--- config.mk ---
export PLATFORM = sky130hd
export DESIGN_NAME = countdown_ctrl
export DESIGN_NICKNAME = d
export VERILOG_FILES = /design/src/rtl/countdown_ctrl.sv
export SDC_FILE = /design/constraint.sdc
export NUM_CORES = 1
export LEC_CHECK = 0
export ABC_CLOCK_PERIOD_IN_PS = 2500
export CAP_MARGIN = 10
export CORE_MARGIN = 3
export CORE_UTILIZATION = 35
export DETAILED_ROUTE_END_ITERATION = 16
export GPL_TIMING_DRIVEN = 0
export SKIP_LAST_GASP = 1
export SYNTH_ARGS = -nofsm -noshare
export SYNTH_HDL_FRONTEND = slang
export SYNTH_SLANG_ARGS = --single-unit
--- constraint.sdc ---
create_clock -name clk -period 2.5 [get_ports clk]
set_input_delay 0.75 -clock clk [delete_from_list [all_inputs] [get_ports clk]]
set_output_delay 0.75 -clock clk [all_outputs]
set_load 0.02 [all_outputs]
--- src/rtl/countdown_ctrl.sv ---
// countdown_ctrl: start/pause/alarm controller and BCD preset for a two-digit down counter
module countdown_ctrl #(
   parameter int ALARM_TICKS = 10,
   parameter int TENS_MAX    = 5
) (
   input  logic       clk,
   input  logic       rst_n,
   input  logic       tick,
   input  logic       sw_set,
   input  logic       btn_start,
   input  logic       btn_clr,
   input  logic       btn_inc_unit,
   input  logic       btn_inc_tens,
   input  logic       cnt_zero,
   output logic       decrease,
   output logic       load,
   output logic       setting,
   output logic [3:0] preset_unit,
   output logic [3:0] preset_tens,
   output logic       alarm,
   output logic [1:0] state
);
   typedef enum logic [1:0] {IDLE = 2'b00, RUN = 2'b01, PAUSE = 2'b10, ALARM = 2'b11} state_t;
   localparam int CW = ALARM_TICKS > 1 ? $clog2(ALARM_TICKS) : 1;
   state_t        state_q;
   logic [CW-1:0] tick_cnt_q;
   logic [3:0]    unit_q, tens_q, unit_d, tens_d;
   logic          dec_q, load_q, set_q, alarm_q, inc_ok, preset_chg;
   always_comb begin
      inc_ok     = state_q == IDLE && sw_set;
      unit_d     = inc_ok && btn_inc_unit ? (unit_q == 4'd9 ? 4'd0 : unit_q + 4'd1) : unit_q;
      tens_d     = inc_ok && btn_inc_tens ? (tens_q == 4'(TENS_MAX) ? 4'd0 : tens_q + 4'd1) : tens_q;
      preset_chg = unit_d != unit_q || tens_d != tens_q;
   end
   always_ff @(posedge clk or negedge rst_n) begin
      if (!rst_n) begin
         state_q    <= IDLE;
         tick_cnt_q <= '0;
         unit_q     <= 4'd0;
         tens_q     <= 4'd3;
         dec_q      <= 1'b0;
         load_q     <= 1'b0;
         set_q      <= 1'b0;
         alarm_q    <= 1'b0;
      end else begin
         dec_q  <= 1'b0;
         load_q <= 1'b0;
         unit_q <= unit_d;
         tens_q <= tens_d;
         case (state_q)
            IDLE: begin
               set_q  <= sw_set;
               load_q <= btn_clr | preset_chg;
               if (!btn_clr && btn_start && !sw_set && {tens_q, unit_q} != 8'd0) begin
                  state_q <= RUN;
                  set_q   <= 1'b0;
               end
            end
            RUN: begin
               if (btn_clr) begin
                  state_q <= IDLE;
                  load_q  <= 1'b1;
                  set_q   <= sw_set;
               end else if (btn_start) begin
                  state_q <= PAUSE;
               end else if (tick && cnt_zero) begin
                  state_q    <= ALARM;
                  alarm_q    <= 1'b1;
                  tick_cnt_q <= '0;
               end else if (tick) begin
                  dec_q <= 1'b1;
               end
            end
            PAUSE: begin
               if (btn_clr) begin
                  state_q <= IDLE;
                  load_q  <= 1'b1;
                  set_q   <= sw_set;
               end else if (btn_start) begin
                  state_q <= RUN;
               end
            end
            ALARM: begin
               // the final alarm tick leaves straight to IDLE rather than toggling once more
               if (btn_clr || btn_start || (tick && tick_cnt_q == CW'(ALARM_TICKS - 1))) begin
                  state_q    <= IDLE;
                  load_q     <= 1'b1;
                  set_q      <= sw_set;
                  alarm_q    <= 1'b0;
                  tick_cnt_q <= '0;
               end else if (tick) begin
                  alarm_q    <= ~alarm_q;
                  tick_cnt_q <= tick_cnt_q + CW'(1);
               end
            end
         endcase
      end
   end
   assign decrease    = dec_q;
   assign load        = load_q;
   assign setting     = set_q;
   assign preset_unit = unit_q;
   assign preset_tens = tens_q;
   assign alarm       = alarm_q;
   assign state       = state_q;
endmodule

Yosys cells after proc, flatten, opt, wreduce, memory -nomap -nowiden
Cells that the tools add are included.
{"block": "totals", "ff_bits": 18}
{"block": "op_classes", "bitwise_logic": 2, "muxes": 36, "reduce_logical": 20, "addsub": 3, "n_eq_ne": 17}
{"cell": "two-way mux 4 bit", "count": 9}
{"cell": "two-way mux 1 bit", "count": 15}
{"cell": "two-way mux 2 bit", "count": 7}
{"cell": "adder 4 x 1 -> 4 bit (second input constant)", "count": 3}
{"cell": "== test 4 bit (second input constant)", "count": 2}
{"cell": "logical AND 1 bit", "count": 8}
{"cell": "inequality test 2 bit (second input constant)", "count": 4}
{"cell": "inequality test 4 bit", "count": 2}
{"cell": "one-hot mux 2 bit (4 select lines)", "count": 1}
{"cell": "one-hot mux 4 bit (2 select lines)", "count": 1}
{"cell": "nonzero test 8 bit", "count": 1}
{"cell": "inequality test 3 bit (second input constant)", "count": 2}
{"cell": "one-hot mux 1 bit (3 select lines)", "count": 2}
{"cell": "AND reduction 5 bit", "count": 1}
{"cell": "== test 2 bit (second input constant)", "count": 2}
{"cell": "== test 4 x 3 -> 1 bit (second input constant)", "count": 1}
{"cell": "inequality test 2 x 1 -> 1 bit (second input constant)", "count": 2}
{"cell": "inequality test 4 bit (second input constant)", "count": 1}
{"cell": "AND reduction 4 bit", "count": 1}
{"cell": "logical OR 1 bit", "count": 3}
{"cell": "== test 2 x 1 -> 1 bit (second input constant)", "count": 1}
{"cell": "zero test 1 bit", "count": 2}
{"cell": "zero test 2 bit", "count": 1}
{"cell": "one-hot mux 1 bit (2 select lines)", "count": 1}
{"cell": "other kinds (5)", "count": 5}

Longest topological paths before layout
Gate-level depths: netlist of run 1.
{"block": "logic_depth", "word_depth": 8, "depth_mapped": 7, "mapped_depth_nobuf": 6}

Least setup slack after synthesis of run 1
No wires, ideal clock.
{"block": "synth_timing", "path_kind": "input-to-reg", "startpoint": "in sw_set", "endpoint": "reg state_q[0] (netlist: state[0])", "arrival_time_ns": 1.668, "setup_slack_ns": 0.707, "t_required_ns": 2.375, "cell_stages": 4, "cell_sequence": "or3b_1 > a22oi_2 > nand3b_2 > mux2_4"}
{"block": "synth_between", "elab_chain_len": 5}
{"element": "from (decl)", "line": "9", "text": "input logic sw_set,"}
{"element": "zero test 1 bit", "line": "54", "text": "if (!btn_clr && btn_start && !sw_set && {tens_q, unit_q} != 8'd0) begin"}
{"element": "logical AND 1 bit (2 in series)", "line": "54"}
{"element": "inequality test 2 x 1 -> 1 bit (no source line)"}
{"element": "AND reduction 4 bit (no source line)"}
{"element": "to (signal assigned)", "line": "55", "text": "state_q <= RUN;"}
{"element": "to (signal assigned)", "line": "61", "text": "state_q <= IDLE;"}
{"element": "to (signal assigned)", "line": "65", "text": "state_q <= PAUSE;"}
{"element": "to (decl)", "line": "25", "text": "state_t state_q;"}
Every way passes these cells.
A chain may end at the register's enable or synchronous reset.

Worst setup path after layout of run 1
{"block": "layout_timing", "startpoint": "reg tens_q[0] (netlist: preset_tens[0])", "endpoint": "out preset_tens[0]"}
{"element": "from (decl)", "line": "27", "text": "logic [3:0] unit_q, tens_q, unit_d, tens_d;"}
{"element": "from (signal assigned)", "line": "49", "text": "tens_q <= tens_d;"}
{"element": "to (decl)", "line": "19", "text": "output logic [3:0] preset_tens,"}
No word-level cell between the ends.

==> results by stage, run 1 <==
Die:
- The die covers 3970 um^2.
- The effective utilization at floorplan is 0.370.
- The number of rows created at floorplan is 20.
- The die is 63.0 um tall.
- The region available for standard cell placement spans 3080 um^2.
- In this run the horizontal extent of the chip is 63.0 um.
- The number of top-level design ports is 23.

Critical path:
- The peak per-stage delay on the critical path is 0.61 ns.
- The critical-path maximum fanout is 5.
- For the worst setup path, the data arrival time is 1.48 ns.
- STA puts the critical path data required time at 1.75 ns.
- The capturing element type of the critical path is a primary output.
- Walking the worst path, the cells encountered are clkdlybuf4s50_1.
- The cell family contributing the most delay on the critical path is buffers and inverters.
- The critical path buffer and inverter count is 1.
- The worst setup path is launched from a flip-flop.
- The critical-path cell with the highest stage delay is sky130_fd_sc_hd__clkdlybuf4s50_1.
- The setup path with the least slack is of type flip-flop to primary output.

Clocking:
- The clock-pin slew reported for the worst setup and hold paths after clock tree synthesis is 0.10 ns.
- The clock latency on the worst-skew pair is 0.29 ns.
- The total of hold buffers inserted after clock tree synthesis is 0.
- The clock buffer count from CTS is 3.
- CTS placed an instance of sky130_fd_sc_hd__clkbuf_4 at the clock tree root.
- In this run the post-CTS setup repair buffer count came out at 0.
- TritonCTS built the clock tree.
- For this design, the sink count on the clock tree is 18.
- Post-CTS repair changed the size of 0 cells.
- In this run the deepest clock path goes through 2 buffers.
- CTS built an H-tree with a depth of 1.

Worst hold path:
- The tightest min-delay check is of the flip-flop to flip-flop type.

Finish:
- The fraction of final layout cells sized beyond drive strength 1 is 0.0759.
- After filler insertion, the fill cell instance count of the layout stands at 318.
- The library cell used most frequently in the layout, excluding fill and tap cells, is sky130_fd_sc_hd__clkdlybuf4s50_1.
- Compared with the post-synthesis result, the final layout area differs by 26.5%.
- The number of nets in the finished design is 168.
- The number of antenna diodes in the final layout is 0.
- Leaving out fill and tap cells, the most frequent cells in the layout are sky130_fd_sc_hd__clkdlybuf4s50_1 (22), sky130_fd_sc_hd__dfrtp_1 (16), sky130_fd_sc_hd__nand2_1 (13), sky130_fd_sc_hd__ha_1 (13), sky130_fd_sc_hd__inv_1 (12).

Detailed routing:
- For this block, the initial DRC count from the detailed router was 34.
- Wires add up to 2420 um.
- In the routed layout, each cell is associated on average with a via count of 5.06.
- After detailed routing, the number of remaining DRC violations is 0.
- The total vias in the final route is 957.
- The detail-routed net length per standard cell is 12.8 um.
- Once detail routing completed, the nets flagged for antenna violations numbered 0.
- The first TritonRoute pass finished after 4 iterations.

Timing:
- The final critical delay including setup and external delays is 2.23 ns.
- The total count of hold-check failures in the final report is 0.
- Measured against its own limit, the worst slew margin works out to 0.442.
- The number of pins exceeding their max-slew limit in the final report came to 0.
- Across the routed clock network, the largest skew measured is 0.00550 ns.
- The transition time at the pin with the least slew margin is 0.835 ns.
- Once routing completed, OpenROAD measured the worst setup slack at 0.272 ns.
- Of the available clock period, the critical path in the final layout requires 0.891.
- Setup violations remaining at the end of the flow were counted as 0.
- Timing would allow up to 449 MHz.
- For the final routed database, the setup TNS stands at 0 ns.
- Setup repair after global routing left no endpoint under its margin.

Placed design:
- After legalization and detailed placement, the total HPWL measured 1900 um.
- OpenSTA, run right after detailed placement, puts the worst setup slack at 0.0139 ns.
- The weighted congestion at the end of routability-driven global placement is 0.771.
- Buffers placed on the I/O ports in this run total 22.

Power and ir drop:
- In this run the static leakage power is 0.645 nW.
- The peak supply drop is 0.000430 V.
- In this run the power density over the cells is 1030 nW/um^2.

Global route:
- For this run, the total global-route usage over all layers was measured as 0.133.
- The total global routing overflow is 0.
- The via count of the first global-routing pass was 959.
- The first-pass GRT wire length is 4290 um.
- The largest net degree at the start of global routing is 19.
- The initial antenna violation count is 0.

Yosys:
- The register bit total from synthesis is 18.
- The synthesized cell area is 1140 um^2.
- When the netlist entered floorplanning its net count stood at 141.
- The mean post-synth cell area is 9.57 um^2.
- The number of instances in the synthesized netlist is 119.
- For this run, the number of Yosys warnings is 0.
- Of the synthesized area, sequential elements account for 0.398.
- The number of distinct library cell variants in the gate-level netlist after synthesis is 36.

Status:
- The flow ran to the end, and the final reports show no timing, DRC or antenna violations.

Run:
- The max-cap violation count is 0.
## per-layer routing
metal	part of all wire	track usage	wire length [um]
met1	0.48	0.174	1160
met2	0.46	0.212	1110
met3	0.052	0.0288	125
met4	0.0087	0.0496	21
met5	0	0	0
## final timing paths
check                                              start                       end  slack [ns]  cells after the start
worst max-delay path            preset_tens[0]$_DFF_PN1_            preset_tens[0]        0.27                      1
worst min-delay path                   alarm$_DFFE_PN0P_         alarm$_DFFE_PN0P_        0.51                      1
worst max register to register      state[1]$_DFFE_PN0P_      state[0]$_DFFE_PN0P_        0.72                      6
worst min register to register         alarm$_DFFE_PN0P_         alarm$_DFFE_PN0P_        0.51                      1
max in group asynchronous                          rst_n       setting$_DFFE_PN0P_        1.06                      1
min in group asynchronous                          rst_n  preset_unit[0]$_DFF_PN0_        0.93                      1
## final cells by class
type / instances / area, um^2 / share of cell area
multi-input cells: 87 / 633 / 0.440
flip-flops and latches: 18 / 453 / 0.315
repair buffers: 22 / 220 / 0.153
well taps: 44 / 55.1 / 0.0382
inverters: 12 / 45.0 / 0.0313
clock buffers: 4 / 26.3 / 0.0182
plain buffers: 2 / 7.51 / 0.00521
## synthesized netlist by cell type (all sizes together)
cell type  count  share of area
dfrtp         16           0.35
o31ai          2          0.013
nand4          1         0.0055
clkbuf         2         0.0066
mux2i          1         0.0088
nor2           2         0.0088
a41o           1         0.0088
a22o           1         0.0077
nor4bb         1         0.0088
nand2         13          0.043
a21oi          7          0.031
or4            1         0.0066
a21o           2          0.013
a21boi         1         0.0066
nand2b         3          0.016
nand4b         2          0.015
and3           3          0.016
o21ai          9          0.040
o2bb2ai        2          0.015
a211o          1         0.0077
mux2           3          0.033
nor3           1         0.0044
nor2b          2          0.011
a41oi          1         0.0077
inv           12          0.040
nor3b          1         0.0066
nand3          6          0.026
ha            13           0.14
nand3b         1         0.0099
a22oi          1          0.011
or3b           1         0.0077
o21bai         1         0.0066
o22ai          3          0.016
dfstp          2          0.046
## per-stage QoR
| step | std cells | hold slack, ns | util | instance area, um^2 | power, W |
|---|---|---|---|---|---|
| 2_1_floorplan | 119 | 0.454 | - | 1140 | 0.00103 |
| 3_3_place_gp | 185 | 0.489 | 0.459 | 1410 | 0.00133 |
| 3_5_place_dp | 185 | 0.489 | 0.459 | 1410 | 0.00135 |
| 4_1_cts | 189 | 0.520 | 0.468 | 1440 | 0.00150 |
| 5_1_grt | 189 | 0.530 | 0.468 | 1440 | 0.00162 |
| 6_report | 189 | 0.513 | 0.468 | 1440 | 0.00148 |
## kinds of logic after synthesis
kind of cell	count (synthesis)	share of synthesized area
compound gates	32	0.185
fa+ha+maj	13	0.143
buf+inv	14	0.0462
flops	18	0.398
mux	4	0.0418
simple gates	38	0.187
## power by group
part           internal [W]  switching (W)
registers          0.000409       0.000115
logic              0.000397       0.000413
clock network     0.0000620      0.0000888
total              0.000869       0.000616
## sequential cells by signal, summed over array words and instances, names as in the netlist
name,cells
preset_tens,4
load,1
decrease,1
tick_cnt_q,4
alarm,1
state,2
preset_unit,4
setting,1
(Power assumes the default switching activity.)
==> inputs of run 2 (changes only) <==
Settings changed: CORE_ASPECT_RATIO from default to 1.4.
==> run 2 against run 1 <==
  * Clock skew decreased by 0.0011 ns
  * Clock power increased by 56%
  * Hold slack improved by 0.0019 ns
  * Die area increased by 0.25%
  * Critical path depth increased by 4
  * Sequential power about the same
  * Global-route usage increased by 0.52 points
  * First-iteration DRC count decreased by 5.9%
  * Wire length decreased by 1.3%
  * Fmax increased by 0.43%
  * Critical endpoint is now state[0]$_DFFE_PN0P_
  * Largest cell class unchanged
  * Highest routed layer unchanged
==> results by stage, run 2 (same netlist as run 1, synthesis figures left out) <==
Clocking:
- The total of hold buffers inserted after clock tree synthesis is 0 (unchanged).
- The clock-pin slew reported for the worst setup and hold paths after clock tree synthesis is 0.07 ns (-0.03 ns).
- TritonCTS built the clock tree.
- The post-CTS repair timing setup buffer count is 0 (unchanged).
- The number of gates given a new drive strength after cts is 0 (unchanged).
- The clock buffer count from CTS is 3 (unchanged).
- The root buffer cell is sky130_fd_sc_hd__clkbuf_8.
- The clock latency on the worst-skew pair is 0.25 ns (-0.04 ns).
- The buffer depth of the longest clock path came to 2 (unchanged).
- The number of H-tree branching levels is 1 (unchanged).
- The clock sink count was 18 (unchanged).

Finish:
- The library cells used most frequently in the layout, excluding fill and tap cells, are sky130_fd_sc_hd__clkdlybuf4s50_1 (22), sky130_fd_sc_hd__dfrtp_1 (16), sky130_fd_sc_hd__nand2_1 (13), sky130_fd_sc_hd__ha_1 (13), sky130_fd_sc_hd__inv_1 (12).
- The number of nets in the finished design came to 168 (unchanged).
- The most common cell after layout, fill and taps aside is sky130_fd_sc_hd__clkdlybuf4s50_1.
- The area added between synthesis and finish is 28.2%.
- The storage element area is 453 um^2 (unchanged).
- The count of fill cells added during filler insertion is 300 (-5.7%).
- The fraction of final layout cells sized beyond drive strength 1 is 0.0828 (+0.00690).
- The diode insertion count for antenna repair was 0 (unchanged).
- The footprint of the multi-input gates came to 633 um^2 (unchanged).

Timing:
- The number of pins exceeding their max-slew limit in the final report is 0 (unchanged).
- The top achievable clock speed was 451 MHz (+0.43%).
- The post-layout worst setup margin is 0.282 ns (+0.00952 ns).
- The worst clock skew is 0.00436 ns (-0.00114 ns).
- Setup repair after global routing left no endpoint under its margin.
- The total count of hold-check failures in the final report came to 0 (unchanged).
- The ratio of final minimum period to clock period is 0.887 (-0.00381).
- The final critical delay including setup and external delays is 2.22 ns (-0.00952 ns).
- The number of setup violations in the final report is 0 (unchanged).
- The headroom to the max-slew limit is 0.446 (+0.00430).
- The setup total negative slack is 0 ns (unchanged).
- The transition time at the pin with the least slew margin is 0.828 ns (-0.00644 ns).

Status:
- The flow ran to the end, and the final reports show no timing, DRC or antenna violations.

Critical path:
- The critical-path maximum fanout is 7 (+2).
- The type of origin of the critical path is an input pin.
- The cell family contributing the most delay on the critical path is simple AND/OR/NAND/NOR gates.
- The path type of the worst setup path is input pin to flip-flop.
- The data required time at the worst endpoint is 2.64 ns (+0.89 ns).
- On the critical path, the stage with the largest delay is an instance of sky130_fd_sc_hd__clkdlybuf4s50_1.
- The worst register-to-register path ends at state[0]$_DFFE_PN0P_.
- The critical path buffer and inverter count is 1 (unchanged).
- The peak per-stage delay on the critical path is 0.54 ns (-0.07 ns).
- In this run the critical register-to-register path is launched from state[0]$_DFFE_PN0P_.
- The most critical setup path has its startpoint at btn_clr.
- The capturing element type of the critical path is a flip-flop.
- Walking the worst path, the cells encountered are clkdlybuf4s50_1 -> nor2_2 -> and3_1 -> nand3b_2 -> mux2_4.
- The worst endpoint data arrival time is 2.35 ns (+0.87 ns).
- The count of cells along the worst register-to-register path came to 6 (unchanged).
- The minimum setup slack among reg-to-reg paths was 0.72 ns (about the same).

Global route:
- In this run the most used layer during global routing was met2.
- The total global routing overflow was 0 (unchanged).
- The met1 track demand over resource in global routing is 0.166 (-0.00804).
- The met3 demand-to-capacity share in global routing is 0.0183 (-0.0105).
- The via count of the first global-routing pass is 1012 (+5.5%).
- The global-route track usage on met2 is 0.241 (+0.0289).
- The largest net degree at the start of global routing is 19 (unchanged).
- The first-pass GRT wire length came to 4210 um (-1.9%).
- The initial antenna violation count is 0 (unchanged).
- The global router's overall resource usage is 0.138 (+0.00516).

Detailed routing:
- The first-pass iteration count of the detailed router is 4 (unchanged).
- The sum of routed wire length over all layers came to 2380 um (-1.3%).
- The detail-routed net length per standard cell came to 13.1 um (+2.5%).
- The count of nets left with antenna violations after detail routing is 0 (unchanged).
- The average vias per placed instance is 5.35 (+5.7%).
- The number of violations reported at the end of detailed-routing iteration 0 is 32 (-5.9%).
- The total vias in the final route is 974 (+1.8%).
- The number of remaining DRC errors was 0 (unchanged).

Die:
- The effective utilization at floorplan is 0.380 (+0.0105).
- The number of top-level design ports is 23 (unchanged).
- The width of the chip is 54.2 um (-14%).
- The area inside the core boundary came to 2990 um^2 (-2.8%).
- The floorplan die height is 73.5 um (+17%).
- The total die area is 3980 um^2 (+0.25%).
- The number of rows created at floorplan is 23 (+15%).

Power and ir drop:
- The total power of the final layout is 0.00156 W (+5.4%).
- The cell-internal power is 0.000947 W (+9.0%).
- The leakage component of the power came to 0.658 nW (+2.1%).
- The register share of total power is 0.335 (-0.018).
- The net load switching power is 0.000618 W (+0.36%).
- The power density relative to cell area is 1070 nW/um^2 (+4.0%).
- The switching share of power was 0.395 (-0.0198).
- The peak supply drop is 0.000468 V (+8.8%).
- The share of power burned in combinational logic is 0.515 (-0.030).
- The clock network fraction of design power is 0.151 (+0.049).

Worst hold path:
- The number of cells traversed by the worst hold path is 1 (unchanged).
- The min-delay analysis places its worst path in the category flip-flop to flip-flop.
- The worst hold path endpoint is alarm$_DFFE_PN0P_.
- In this run the most critical hold path is launched from alarm$_DFFE_PN0P_.

Placed design:
- The weighted congestion at the end of routability-driven global placement is 0.736 (-4.5%).
- The total half-perimeter wirelength after legalization and detailed placement is 1840 um (-3.2%).
- The pre-CTS worst setup slack is 0.0291 ns (+0.0152 ns).
- The port buffer count is 22 (unchanged).

Run:
- The max-cap violation count is 0 (unchanged).
-- run 2: routing by layer --
layer,up-vias,wire (um),share of wire
li1,479,-,-
met1,464,957,0.40
met2,29,1290,0.54
met3,2,119,0.050
met4,0,17,0.0071
met5,-,0,0
-- run 2: power by group through the flow --
stage | Combinational (W) | Sequential [W] | Clock (W)
2_1_floorplan | 0.000404 | 0.000625 | 0
3_3_place_gp | 0.000803 | 0.000530 | 0
3_5_place_dp | 0.000816 | 0.000532 | 0
4_1_cts | 0.000818 | 0.000527 | 0.000248
5_1_grt | 0.000898 | 0.000546 | 0.000253
6_report | 0.000805 | 0.000524 | 0.000236
-- run 2: worst max path at each step --
stage                           end  cells after the start
5_1_grt        state[0]$_DFFE_PN0P_                      5
3_3_place_gp   state[0]$_DFFE_PN0P_                      5
2_1_floorplan  state[0]$_DFFE_PN0P_                      4
4_1_cts        state[0]$_DFFE_PN0P_                      5
6_report       state[0]$_DFFE_PN0P_                      5
3_5_place_dp   state[0]$_DFFE_PN0P_                      5
-- run 2: cell type report --
cell class                      instances  area share
Clock buffer                            4      0.0377
Multi-Input combinational cell         87       0.434
Timing Repair Buffer                   22       0.151
Sequential cell                        18       0.310
Tap cell                               37      0.0317
Inverter                               12      0.0308
Buffer                                  2     0.00514
-- run 2: through the flow --
stage | utilization | cell area, um^2 | hold slack (ns) | std cells
after floorplan | - | 1140 | 0.454 | 119
after global placement | 0.469 | 1410 | 0.486 | 178
after detailed placement | 0.469 | 1410 | 0.499 | 178
after CTS | 0.488 | 1460 | 0.519 | 182
after global routing | 0.488 | 1460 | 0.555 | 182
final | 0.488 | 1460 | 0.515 | 182
==> inputs of run 3 (changes only) <==
Settings changed: SETUP_SLACK_MARGIN from default to 0.5.
==> run 3 against run 2 <==
  * Die area unchanged
  * Utilization increased by 0.84 points
  * Fmax is 15% higher
  * Worst setup slack better by 0.28 ns
  * Flip-flop and latch count did not move
  * First-iteration DRC count is 6.3% lower
  * Global-route usage barely moved
  * Sequential power hardly changed
  * Clock-buffer cell count unchanged
  * Clock skew is 0.0011 ns higher
  * Largest cell class unchanged
  * Clock power is essentially flat
  * Critical path type unchanged
  * Sequential share of layout area decreased by 0.52 points
==> results by stage, run 3 (same netlist as run 1, synthesis figures left out) <==
Status:
- The flow ran to the end, and the final reports show no timing, DRC or antenna violations.

Run:
- The max-cap violation count is 0 (unchanged).

Clocking:
- The clock-pin slew reported for the worst setup and hold paths after clock tree synthesis is 0.07 ns (about the same).
- The clock latency on the worst-skew pair is 0.25 ns (about the same).
- The total of hold buffers inserted after clock tree synthesis was 0 (unchanged).
- The buffer depth of the longest clock path is 2 (unchanged).
- The clock buffer count from CTS was 3 (unchanged).
- The root buffer cell is sky130_fd_sc_hd__clkbuf_8.
- The number of H-tree branching levels came to 1 (unchanged).
- TritonCTS built the clock tree.
- The clock sink count came to 18 (unchanged).

Timing:
- The final critical delay including setup and external delays was 1.93 ns (-0.284 ns).
- The number of pins exceeding their max-slew limit in the final report came to 0 (unchanged).
- The ratio of final minimum period to clock period is 0.774 (-0.114).
- The number of setup violations in the final report was 0 (unchanged).
- The headroom to the max-slew limit is 0.449 (+0.00338).
- The top achievable clock speed is 517 MHz (+15%).
- The transition time at the pin with the least slew margin is 0.823 ns (-0.00505 ns).
- The setup total negative slack is 0 ns (unchanged).
- The total count of hold-check failures in the final report is 0 (unchanged).
- Setup repair after global routing left no endpoint under its margin.
- The worst clock skew came to 0.00548 ns (+0.00112 ns).
- The worst hold margin was 0.506 ns (-0.00935 ns).

Detailed routing:
- The total vias in the final route is 996 (+2.3%).
- The number of remaining DRC errors is 0 (unchanged).
- The detail-routed net length per standard cell is 13.2 um (+0.78%).
- The first-pass iteration count of the detailed router is 4 (unchanged).
- The number of violations reported at the end of detailed-routing iteration 0 is 30 (-6.3%).
- The average vias per placed instance is 5.41 (+1.1%).
- The count of nets left with antenna violations after detail routing is 0 (unchanged).
- The sum of routed wire length over all layers is 2430 um (+1.9%).

Global route:
- The initial antenna violation count is 0 (unchanged).
- The via count of the first global-routing pass was 1014 (+0.20%).
- The largest net degree at the start of global routing is 19 (unchanged).
- The global router's overall resource usage is 0.138 (+0.000407).
- The first-pass GRT wire length came to 4220 um (+0.31%).
- The total global routing overflow was 0 (unchanged).

Finish:
- The finished layout cell area is 1490 um^2 (+1.7%).
- The top cell types in the final layout, fill and taps aside, are sky130_fd_sc_hd__dfrtp_1 (16), sky130_fd_sc_hd__nand2_1 (13), sky130_fd_sc_hd__ha_1 (13), sky130_fd_sc_hd__inv_1 (12), sky130_fd_sc_hd__dlygate4sd2_1 (11).
- The storage element area came to 453 um^2 (unchanged).
- Relative to the synthesized area, the layout overhead comes to 30.4%.
- The footprint of the multi-input gates is 643 um^2 (+1.6%).
- The count of non-filler cells in the finished layout came to 184 (+1.1%).
- The diode insertion count for antenna repair came to 0 (unchanged).
- The most common cell after layout, fill and taps aside is sky130_fd_sc_hd__dfrtp_1.
- The number of nets in the finished design is 170 (+1.2%).
- The count of fill cells added during filler insertion was 305 (+1.7%).
- The fraction of final layout cells sized beyond drive strength 1 is 0.109 (+0.0261).

Die:
- The floorplan die height came to 73.5 um (unchanged).
- The width of the chip is 54.2 um (unchanged).
- The number of top-level design ports was 23 (unchanged).
- The effective utilization at floorplan is 0.380 (unchanged).
- The total die area is 3980 um^2 (unchanged).
- The number of rows created at floorplan is 23 (unchanged).
- The area inside the core boundary was 2990 um^2 (unchanged).

Worst hold path:
- The number of cells traversed by the worst hold path is 1 (unchanged).
- The tightest min-delay check is of the flip-flop to flip-flop type.
- The worst hold path begins at alarm$_DFFE_PN0P_.
- The worst hold path endpoint is alarm$_DFFE_PN0P_.

Power and ir drop:
- The switching share of power was 0.407 (+0.0125).
- The register share of total power is 0.344 (+0.009).
- The power density relative to cell area came to 1020 nW/um^2 (-4.6%).
- The peak supply drop is 0.000463 V (-1.1%).
- The net load switching power is 0.000619 W (about the same).
- The share of power burned in combinational logic is 0.500 (-0.015).
- The leakage component of the power is 0.741 nW (+13%).
- The clock network fraction of design power came to 0.156 (+0.005).
- The cell-internal power is 0.000899 W (-5.0%).

Critical path:
- The worst endpoint data arrival time came to 2.07 ns (-0.28 ns).
- The count of cells along the worst register-to-register path was 6 (unchanged).
- The type of origin of the critical path is an input pin.
- The path type of the worst setup path is input pin to flip-flop.
- The critical-path maximum fanout is 7 (unchanged).
- The minimum setup slack among reg-to-reg paths is 0.72 ns (about the same).
- The endpoint identified for the worst register-to-register timing path is state[0]$_DFFE_PN0P_.
- The data required time at the worst endpoint is 2.64 ns (about the same).
- The capturing element type of the critical path is a flip-flop.
- The startpoint of the worst-slack reg-to-reg timing path is state[0]$_DFFE_PN0P_.

Placed design:
- The weighted congestion at the end of routability-driven global placement came to 0.736 (unchanged).
- The post-place instance area is 1410 um^2 (unchanged).
- The post-placement cell count is 178 (unchanged).
- The port buffer count was 22 (unchanged).
- The total half-perimeter wirelength after legalization and detailed placement is 1840 um (unchanged).
[run 3: cell count changes in the layout (fill, tap and decap cells not counted), sizes merged]
cell           before  now
dlygate4sd2         0   11
buf                 0    2
dlymetal6s2s        0    5
clkdlybuf4s50      22    6
[run 3: timing repair]
item                       CTS  global route
setup endpoints to repair   14            12
buffers inserted             0             2
pin swaps                    0             2
resized for setup           12             9
[run 3: worst max-delay path by stage]
stage / endpoint / startpoint
after floorplan: state[0]$_DFFE_PN0P_ / sw_set
after global placement: state[0]$_DFFE_PN0P_ / btn_clr
after detailed placement: state[0]$_DFFE_PN0P_ / btn_clr
after CTS: state[0]$_DFFE_PN0P_ / sw_set
after global routing: state[0]$_DFFE_PN0P_ / cnt_zero
final: state[0]$_DFFE_PN0P_ / btn_clr
[run 3: power by group through the flow]
stage / registers, W / logic [W] / clock network (W)
final: 0.000522 / 0.000759 / 0.000237
after global routing: 0.000542 / 0.000852 / 0.000253
after CTS: 0.000524 / 0.000774 / 0.000248
after detailed placement: 0.000532 / 0.000816 / 0
after global placement: 0.000530 / 0.000803 / 0
after floorplan: 0.000625 / 0.000404 / 0
[run 3: layer usage]
metal	wire length, um	GRT usage	part of all wire	vias up
li1	-	-	-	484
met1	992	0.168	0.41	489
met2	1320	0.241	0.54	21
met3	101	0.0183	0.042	2
met4	19	0.0499	0.0078	0
met5	0	0	0	-
[run 3: final cells by class]
cell class	instances	share of cell area
buffer	2	0.00590
tap	37	0.0312
multi-input combinational	87	0.433
sequential	18	0.305
timing repair buffer	24	0.158
inverter	12	0.0303
clock buffer	4	0.0371
[run 3: critical path: stages]
cell and delay, ns:
sky130_fd_sc_hd__dlygate4sd2_1 0.33, sky130_fd_sc_hd__or3b_1 0.39, sky130_fd_sc_hd__a22oi_2 0.15, sky130_fd_sc_hd__nand3b_2 0.13, sky130_fd_sc_hd__mux2_4 0.31
[run 3: through the flow]
step / utilization / worst slack [ns] / total power, W
after global routing: 0.496 / 0.518 / 0.00165
after detailed placement: 0.469 / 0.0291 / 0.00135
after floorplan: - / 0.707 / 0.00103
after global placement: 0.469 / 0.0488 / 0.00133
after CTS: 0.485 / 0.377 / 0.00155
final: 0.496 / 0.566 / 0.00152
